<file path="src/rtl/mainfsm.sv">
// Multicycle MIPS main control FSM: sequences fetch/decode/execute for lw, sw,
// R-type, beq, addi and j, with optional memory wait-state handshake.
module mainfsm #(
    parameter bit MEM_HANDSHAKE = 1'b1
) (
    input  logic       clk,
    input  logic       reset,
    input  logic [5:0] op,
    input  logic       zero,
    input  logic       memready,
    output logic       memwrite,
    output logic       iord,
    output logic       irwrite,
    output logic       pcen,
    output logic [1:0] pcsrc,
    output logic       alusrca,
    output logic [1:0] alusrcb,
    output logic [1:0] aluop,
    output logic       regdst,
    output logic       memtoreg,
    output logic       regwrite,
    output logic       illegal,
    output logic [3:0] state
);

    typedef enum logic [3:0] {
        S_FETCH    = 4'd0,
        S_DECODE   = 4'd1,
        S_MEMADR   = 4'd2,
        S_MEMRD    = 4'd3,
        S_MEMWB    = 4'd4,
        S_MEMWR    = 4'd5,
        S_EXECUTE  = 4'd6,
        S_ALUWB    = 4'd7,
        S_BRANCH   = 4'd8,
        S_ADDIEXEC = 4'd9,
        S_ADDIWB   = 4'd10,
        S_JUMP     = 4'd11
    } state_e;

    localparam logic [5:0] OP_LW   = 6'b100011;
    localparam logic [5:0] OP_SW   = 6'b101011;
    localparam logic [5:0] OP_RTYP = 6'b000000;
    localparam logic [5:0] OP_BEQ  = 6'b000100;
    localparam logic [5:0] OP_ADDI = 6'b001000;
    localparam logic [5:0] OP_J    = 6'b000010;

    state_e state_q, state_d;
    logic   mem_rdy;
    logic   pcwrite;
    logic   branch;

    always_ff @(posedge clk) begin
        if (reset) state_q <= S_FETCH;
        else       state_q <= state_d;
    end

    always_comb begin
        mem_rdy  = MEM_HANDSHAKE ? memready : 1'b1;
        state_d  = S_FETCH;
        memwrite = 1'b0;
        iord     = 1'b0;
        irwrite  = 1'b0;
        pcwrite  = 1'b0;
        branch   = 1'b0;
        pcsrc    = 2'b00;
        alusrca  = 1'b0;
        alusrcb  = 2'b00;
        aluop    = 2'b00;
        regdst   = 1'b0;
        memtoreg = 1'b0;
        regwrite = 1'b0;
        illegal  = 1'b0;

        case (state_q)
            S_FETCH: begin
                alusrcb = 2'b01;
                irwrite = mem_rdy;
                pcwrite = mem_rdy;
                state_d = mem_rdy ? S_DECODE : S_FETCH;
            end
            S_DECODE: begin
                alusrcb = 2'b11;
                case (op)
                    OP_LW, OP_SW: state_d = S_MEMADR;
                    OP_RTYP:      state_d = S_EXECUTE;
                    OP_BEQ:       state_d = S_BRANCH;
                    OP_ADDI:      state_d = S_ADDIEXEC;
                    OP_J:         state_d = S_JUMP;
                    default: begin
                        illegal = 1'b1;
                        state_d = S_FETCH;
                    end
                endcase
            end
            S_MEMADR: begin
                alusrca = 1'b1;
                alusrcb = 2'b10;
                if (op == OP_LW)      state_d = S_MEMRD;
                else if (op == OP_SW) state_d = S_MEMWR;
                else                  state_d = S_FETCH;
            end
            S_MEMRD: begin
                iord    = 1'b1;
                state_d = mem_rdy ? S_MEMWB : S_MEMRD;
            end
            S_MEMWB: begin
                memtoreg = 1'b1;
                regwrite = 1'b1;
            end
            S_MEMWR: begin
                iord     = 1'b1;
                memwrite = 1'b1;
                state_d  = mem_rdy ? S_FETCH : S_MEMWR;
            end
            S_EXECUTE: begin
                alusrca = 1'b1;
                aluop   = 2'b10;
                state_d = S_ALUWB;
            end
            S_ALUWB: begin
                regdst   = 1'b1;
                regwrite = 1'b1;
            end
            S_BRANCH: begin
                alusrca = 1'b1;
                aluop   = 2'b01;
                pcsrc   = 2'b01;
                branch  = 1'b1;
            end
            S_ADDIEXEC: begin
                alusrca = 1'b1;
                alusrcb = 2'b10;
                state_d = S_ADDIWB;
            end
            S_ADDIWB: regwrite = 1'b1;
            S_JUMP: begin
                pcsrc   = 2'b10;
                pcwrite = 1'b1;
            end
            default: state_d = S_FETCH;
        endcase

        pcen  = pcwrite | (branch & zero);
        state = state_q;

        // Reset forces every output low combinationally so nothing leaks in the reset cycle
        if (reset) begin
            memwrite = 1'b0;
            iord     = 1'b0;
            irwrite  = 1'b0;
            pcen     = 1'b0;
            pcsrc    = 2'b00;
            alusrca  = 1'b0;
            alusrcb  = 2'b00;
            aluop    = 2'b00;
            regdst   = 1'b0;
            memtoreg = 1'b0;
            regwrite = 1'b0;
            illegal  = 1'b0;
            state    = '0;
        end
    end

endmodule
</file>
<file path="config.mk">
export PLATFORM = sky130hd
export DESIGN_NAME = mainfsm
export DESIGN_NICKNAME = d
export VERILOG_FILES = /design/src/rtl/mainfsm.sv
export SDC_FILE = /design/constraint.sdc
export NUM_CORES = 1
export LEC_CHECK = 0
export CORE_MARGIN = 2
export CORE_UTILIZATION = 42
export DETAILED_ROUTE_END_ITERATION = 12
export GPL_TIMING_DRIVEN = 0
export MAX_ROUTING_LAYER = met4
export PLACE_DENSITY = 0.81
export RECOVER_POWER = 50
export SETUP_SLACK_MARGIN = 0.1
export SYNTH_ARGS = -nofsm -noshare
export SYNTH_HDL_FRONTEND = slang
export SYNTH_SLANG_ARGS = --single-unit
</file>
<file path="constraint.sdc">
create_clock -name clk -period 3 [get_ports clk]
set_input_delay 0.45 -clock clk [delete_from_list [all_inputs] [get_ports clk]]
set_output_delay 0.45 -clock clk [all_outputs]
set_load 0.03 [all_outputs]
</file>
======== After elaboration in Yosys (flattened, before gate mapping) ========
Index checks and enable logic that the tools add are counted.
storage, ports and cells
  flip-flop bits (word level) ............. 4
  word-level logic and storage cells ...... 61
operators by class
  eq/ne operators ......................... 16
  muxes and demuxes ....................... 34
  bitwise logic cells ..................... 2
  reduce and logical (&&, ||, !) cells .... 8
operators with widths
  operator            number
  $pmux 4 s7          1
  $mux 1              20
  $pmux 4 s5          1
  $eq 4x3->1 const B  4
  $eq 4x4->1 const B  4
  $eq 6x6->1 const B  2
  $mux 3              4
  $eq 4x2->1 const B  2
  $pmux 2 s2          2
  $eq 6x2->1 const B  1
  $eq 6x3->1 const B  1
  $eq 6x4->1 const B  1
  $logic_not 6->1     1
  $mux 2              3
  $pmux 2 s3          1
  $reduce_or 2->1     3
  $reduce_or 6->1     1
  $eq 4x1->1 const B  1
  $logic_not 4->1     1
  $mux 4              1
  $reduce_or 4->1     1
  $reduce_or 3->1     1
  $pmux 1 s2          1
  $and 1x1->1         1
  $or 1x1->1          1

======== Logic depth before layout (Yosys ltp) ========
Gate-level depths: netlist (run 1).
  depth in word-level cells ............... 5
  gate-level depth with buffers ........... 6
  mapped depth without buffers ............ 4

======== Worst setup path before layout (run 1) ========
No wires, ideal clock.
  path kind ............................... register to output
  start point ............................. register state_q[0]
  end point ............................... output pcen
  arrival time ............................ 2,005 ps
  data required time ...................... 2,550 ps
  setup slack ............................. 545 ps
  cell stages (with the launch flop) ...... 4
  path buffers ............................ 1
  cells stage by stage .................... dfxtp_1 buf_2 nor4_1 a22o_1
on the way
  cells in the longest elaborated chain, start to end .. 5
  elaborated cells on any way between the ends .. 8
  classes of those cells .................. eq/ne: 2; mux: 3; bitwise: 2; reduce/logical: 1
ends and longest elaborated chain
  what                      RTL line  text
  start: declaration        48        state_e state_q, state_d;
  start signal: assignment  55        else state_q <= state_d;
  $eq 4x4->1                75        case (state_q)
  $mux 1                    75
  $and 1x1->1               144       pcen = pcwrite | (branch & zero);
  $or 1x1->1 (*)            144
  $mux 1 (*)                148       if (reset) begin
  end: declaration          14        output logic pcen,
Mark *: on every way between the ends. The rest lies on a longest branch, timed or not.

======== Final worst setup path (run 1) ========
  start point ............................. input reset
  end point ............................... output pcen
on the way
  cells in the longest elaborated chain, start to end .. 1
ends and longest elaborated chain
  what                RTL line  text
  start: declaration  7         input logic reset,
  $mux 1              148
Every way passes these cells.

==> flow_summary_export.csv, run 1 <==
group,metric,value,unit
sta,fmax,376,MHz
yosys,synth-async-reset-ratio,0,
routing,drt_iter0_markers,23,
layout,final_nets,131,
die,ios,29,
yosys,ys_top_cells_by_area,"dfxtp_1 (14%), nor2_1 (8.4%), nand2b_1 (5.4%)",
setup_path,startpoint_type,"primary input",
cts,clkTransAtPathRegs,0.04,ns
layout,antennaDiodeCount,0,
global_route,grt_max_degree,11,
yosys,synth.avg_cell_area,6.51,µm²
sta,finalSetupViolCount,0,
layout,regMostFlops,"state_q",
yosys,synth_top_area_frac,0.138,
placed_design,port_buffers,27,
outcome,status,"completed",
power,swShare,0.319,
sta,finClkSkew,0.00405,ns
yosys,syn_nets,99,
power,power_density,215,nW/µm²
yosys,yosysSeqAreaShare,0.138,
power,internal_power,129,µW
yosys,ys_warn_count,0,
setup_path,crit_top_cell,"clkdlybuf4s50_1",
cts,h-tree-depth,1,
global_route,antenna_found_initial,0,
placed_design,place_congestion,0.867,
routing,vias,742,
routing,wl_per_cell,11.5,µm
die,start_util,0.445,
yosys,synth-edff-count,0,
power,p_switching,60.2,µW
setup_path,cp.arrival,2.21,ns
layout,drive_gt1_frac,0.0840,
sta,rsz0062_at_grt,"no",
layout,largest_register_ffs,4,
yosys,yosys_register_bits,4,
cts,cts_setup_buffers,0,
hold_path,min_path_type,"reg2reg",
cts,cts.sink_count,4,
cts,clock_path_buffers,2,
setup_path,worst-path-max-fanout,10,
die,die_h,41.1,µm
yosys,yosys.area.top_type,"dfxtp_1",
sta,slew_violations,0,
yosys,synth_ff_type,"dfxtp_1",
global_route,grt_pass1_vias,603,
routing,firstDrtPassIters,4,
setup_path,cp.required,2.55,ns
cts,numCtsBuffers,3,
global_route,grt_usage,0.220,
setup_path,crit_type,"in2out",
layout,reg.largest.list,"state_q: 4 flops",
power,p_total,189,µW
yosys,syn-cell-area,579,µm²
sta,slew_headroom,0.663,
placed_design,dp_hpwl,1180,µm
power,ir_drop,152,µV
cts,cts_tree,"yes",
yosys,yosys.cell_types.count,36,
layout,design_area,880,µm²
setup_path,r2r_slack,1.48,ns
cts,cts_hold_buffers,0,
die,fp-row-count,13,
sta,finalHoldViolations,0,
die,die_x,41.1,µm
routing,drc_errors,0,
sta,holdWs,0.628,ns
power,p_seq_frac,0.292,
setup_path,cp_slowest_cell,"clkdlybuf4s50_1",
setup_path,cp_cell_sequence,"clkdlybuf4s50_1 -> clkbuf_1 -> nor2_1 -> a22o_1 -> clkdlybuf4s50_1",
power,leakagePower,0.000300,µW
routing,antenna_left,0,
global_route,grt_pass1_wl,2450,µm
die,coreArea,1300,µm²
setup_path,end_kind,"output port",
setup_path,cp_slowest_stage_delay,0.58,ns
layout,fin_util,0.676,
cts,cts_root_buffer,"clkbuf_4",
power,clock_power_share,0.367,
cts,clkLatencyLatePin,0.24,ns
power,power_frac_comb,0.340,
sta,min_period,2.66,ns
placed_design,post_dp_cell_area,868,µm²
sta,finalCritPeriodShare,0.886,
sta,worstMarginPinSlew,0.505,ns
run,maxCapViolCount,0,
yosys,syn_inst,89,
die,dieArea,1690,µm²
routing,routed_wl,1550,µm
routing,vias_per_cell,5.54,
global_route,grt_overflow,0,
sta,tns,0,ns
layout,syn2layout_area_growth,51.8,%
==> power groups by stage <==
| stage | sequential, µW | combinational (µW) | clock (µW) |
|---|---|---|---|
| final | 55.2 | 64.2 | 69.4 |
| after global routing | 55.5 | 69.7 | 76.5 |
| after CTS | 55.2 | 65.6 | 72.3 |
| after detailed placement | 56.1 | 65.5 | 0 |
| after global placement | 56.1 | 65.0 | 0 |
| after floorplan | 55.9 | 38.2 | 0 |
==> per-layer routing <==
layer  vias up  GRT usage  routed length, µm
met1       325      0.235                673
met2        36      0.410                748
met3         0     0.0489                123
met5         -          -                  0
li1        381          -                  -
met4         0     0.0403                  0
==> stage by stage <==
step	cells	setup WS [ns]
3_3_place_gp	131	0.190
6_report	134	0.341
4_1_cts	134	0.172
2_1_floorplan	89	0.545
3_5_place_dp	131	0.176
5_1_grt	134	0.220
==> repair_timing <==
action	4_1_cts	5_1_grt
gates resized for setup	0	1
hold endpoints to repair	0	0
endpoints found under the setup margin	0	1
==> synthesized netlist by cell type (2+ instances only) <==
master / count
xnor2_1: 2
dfxtp_1: 4
buf_1: 2
o21ai_0: 4
nor2_1: 13
nor2b_1: 2
nor4_1: 4
nand2_1: 4
nand3_1: 5
inv_1: 3
nor3_1: 5
nand2b_1: 5
buf_2: 3
o22ai_1: 2
clkbuf_1: 3
or4_1: 2
o21ai_1: 2
a21oi_1: 6
==> worst paths after layout <==
check | start | endpoint | depth (start not counted)
worst max-delay path | reset | pcen | 5
worst min-delay path | state_q[2] | state_q[2] | 3
worst max register to register | state_q[1] | state_q[0] | 6
worst min register to register | state_q[2] | state_q[2] | 3
==> critical path, delay by kind of cell <==
| kind | cells | cell delay [ns] |
|---|---|---|
| and+or+nand+nor | 1 | 0.10 |
| AOI/OAI and AO/OA | 1 | 0.19 |
| buffers and inverters | 3 | 1.47 |
==> area by class of cell <==
class | instances | area (µm²)
Fill cell | 129 | 422
Inverter | 3 | 11.3
Timing Repair Buffer | 27 | 264
Tap cell | 15 | 18.8
Clock buffer | 3 | 22.5
Multi-Input combinational cell | 73 | 438
Sequential cell | 4 | 80.1
Buffer | 9 | 45.0
==> logic make-up after synthesis <==
logic type | after synthesis | share of synthesized area
AOI/OAI and AO/OA | 22 | 0.272
buffers and inverters | 12 | 0.0972
DFF | 4 | 0.138
xor gates and xnor gates | 3 | 0.0454
and+or+nand+nor | 48 | 0.447
==> layout by cell type, fill, tap and decap left out, drive strengths merged, types with 2 or more instances in the layout <==
master,instances
clkdlybuf4s50,21
o22ai,2
or4,2
nand3,5
xnor2,2
nor4,4
inv,3
nor3,5
clkbuf,9
dfxtp,4
nor2b,2
a21oi,6
nand2b,5
nor2,13
or3,2
o21ai,6
buf,4
dlygate4sd3,5
nand2,4
Power figures use the tool's default switching activity.
==> run 2, diff against run 1 <==
--- a/config.mk
+++ b/config.mk
@@ -9,7 +9,6 @@
 export CORE_UTILIZATION = 42
 export DETAILED_ROUTE_END_ITERATION = 12
 export GPL_TIMING_DRIVEN = 0
-export MAX_ROUTING_LAYER = met4
 export PLACE_DENSITY = 0.81
 export RECOVER_POWER = 50
 export SETUP_SLACK_MARGIN = 0.1
==> run 2 against run 1 <==
  * Clock power is essentially flat
  * Worst hold slack gained 0.0042 ns
  * Clock skew about the same
  * Final cell count stayed put
  * Maximum frequency grew 0.20%
  * Critical path depth stayed put
  * Final area unchanged
  * Sequential power barely moved
  * Sequential cell count did not move
==> flow_summary_export.csv, run 2 (synthesis gave the netlist of run 1 again) <==
group,metric,value,unit
outcome,status,"completed",
sta,rsz0062_at_grt,"no",
setup_path,startpoint_type,"primary input",
setup_path,cp_slowest_cell,"clkdlybuf4s50_1",
cts,cts_root_buffer,"clkbuf_4",
global_route,grt_overflow,0,
layout,layout_commonest_cell,"clkdlybuf4s50_1",
cts,cts_tree,"yes",
layout,syn2layout_area_growth,51.8,%
setup_path,critical_path.startpoint,"reset",
power,power_density,214,nW/µm²
setup_path,cp.arrival,2.20,ns
hold_path,hold_start,"state_q[2]",
sta,slew_violations,0,
routing,drc_errors,0,
sta,finClkSkew,0.00441,ns
power,leakagePower,0.000300,µW
die,die_h,41.1,µm
cts,cts_hold_buffers,0,
setup_path,cp_num_buf_inv,3,
global_route,grt_pass1_vias,599,
global_route,grt_pass1_wl,2450,µm
routing,routed_wl,1540,µm
hold_path,min_path_type,"reg2reg",
cts,cts.sink_count,4,
sta,setup_slack,0.346,ns
layout,multi_input_area,438,µm²
hold_path,hold_path_depth,3,
sta,slew_headroom,0.665,
layout,final_nets,131,
layout,final_cell_mix,"clkdlybuf4s50_1 (21), nor2_1 (13), clkbuf_1 (6), a21oi_1 (6)",
placed_design,dp_cells,131,
setup_path,crit_top_cell,"clkdlybuf4s50_1",
sta,holdWs,0.632,ns
cts,numCtsBuffers,3,
routing,vias_per_cell,5.60,
routing,wl_per_cell,11.5,µm
sta,tns,0,ns
setup_path,reg2reg_from,"state_q[1]",
setup_path,cp_top_family,"buffers and inverters",
setup_path,crit_cells,5,
placed_design,pre_cts_ws,0.176,ns
routing,vias,750,
global_route,antenna_found_initial,0,
routing,drt_iter0_markers,13,
cts,clkTransAtPathRegs,0.04,ns
run,maxCapViolCount,0,
layout,num-fill-cells,129,
routing,firstDrtPassIters,4,
die,ios,29,
die,start_util,0.445,
setup_path,cp_cell_sequence,"clkdlybuf4s50_1 -> clkbuf_1 -> nor2_1 -> a22o_1 -> clkdlybuf4s50_1",
cts,clock_path_buffers,2,
setup_path,cp.required,2.55,ns
setup_path,cp_slowest_stage_delay,0.58,ns
global_route,grt_usage,0.214,
placed_design,place_congestion,0.854,
sta,worstMarginPinSlew,0.503,ns
sta,finalCritPeriodShare,0.885,
die,coreArea,1300,µm²
layout,reg.largest.list,"state_q: 4 flops",
placed_design,dp_hpwl,1180,µm
sta,finalHoldViolations,0,
setup_path,r2r_cells,6,
setup_path,end_kind,"output port",
layout,regMostFlops,"state_q",
routing,antenna_left,0,
setup_path,crit_type,"in2out",
layout,fin_util,0.676,
setup_path,worst-path-max-fanout,10,
global_route,grt_max_degree,11,
layout,largest_register_ffs,4,
die,fp-row-count,13,
sta,min_period,2.65,ns
layout,final_cells,134,
die,dieArea,1690,µm²
layout,regArea,80.1,µm²
sta,fmax,377,MHz
layout,antennaDiodeCount,0,
placed_design,port_buffers,27,
die,die_x,41.1,µm
sta,finalSetupViolCount,0,
cts,clkLatencyLatePin,0.24,ns
layout,drive_gt1_frac,0.0840,
cts,h-tree-depth,1,
power,ir_drop,152,µV
run 2: cell counts in the layout (fill, tap and decap cells not counted):
Identical to the previous run, type by type.
run 2: tightest hold or removal path: stages, from the launching register on:
cell and delay [ns]:
dfxtp_1 0.33, nor2_1 0.09, nand3_1 0.09, a21oi_1 0.06
run 2: area by class of cell:
class,instances,area share
Buffer,9,0.0512
Clock buffer,3,0.0256
Inverter,3,0.0128
Multi-Input combinational cell,73,0.498
Sequential cell,4,0.0910
Tap cell,15,0.0213
Timing Repair Buffer,27,0.300
run 2: power breakdown:
part	switching (µW)	total, µW	internal [µW]
logic	34.9	64.0	29.1
clock network	24.3	69.2	44.9
registers	0.754	55.2	54.5
run 2: worst paths after layout:
path	slack (ns)	to
hold / removal	0.63	state_q[2]
setup / recovery	0.35	pcen
setup reg to reg	1.48	state_q[0]
hold reg to reg	0.63	state_q[2]
run 2: what timing repair did:
action,in CTS,in global routing
hold endpoints to repair,0,0
resized for setup,0,1
setup buffers,0,0
endpoints found under the setup margin,0,1
run 2: stage by stage:
stage / power (µW) / instance area (µm²)
after floorplan: 94.1 / 579
after detailed placement: 122 / 868
after global routing: 202 / 880
after CTS: 193 / 891
final: 188 / 880
after global placement: 121 / 868
run 2: per-layer routing:
metal  track usage  share of wire  up-vias
li1              -              -      383
met1         0.239           0.42      329
met2         0.406           0.49       38
met3        0.0489          0.089        0
met4        0.0403              0        0
met5             0              0        -
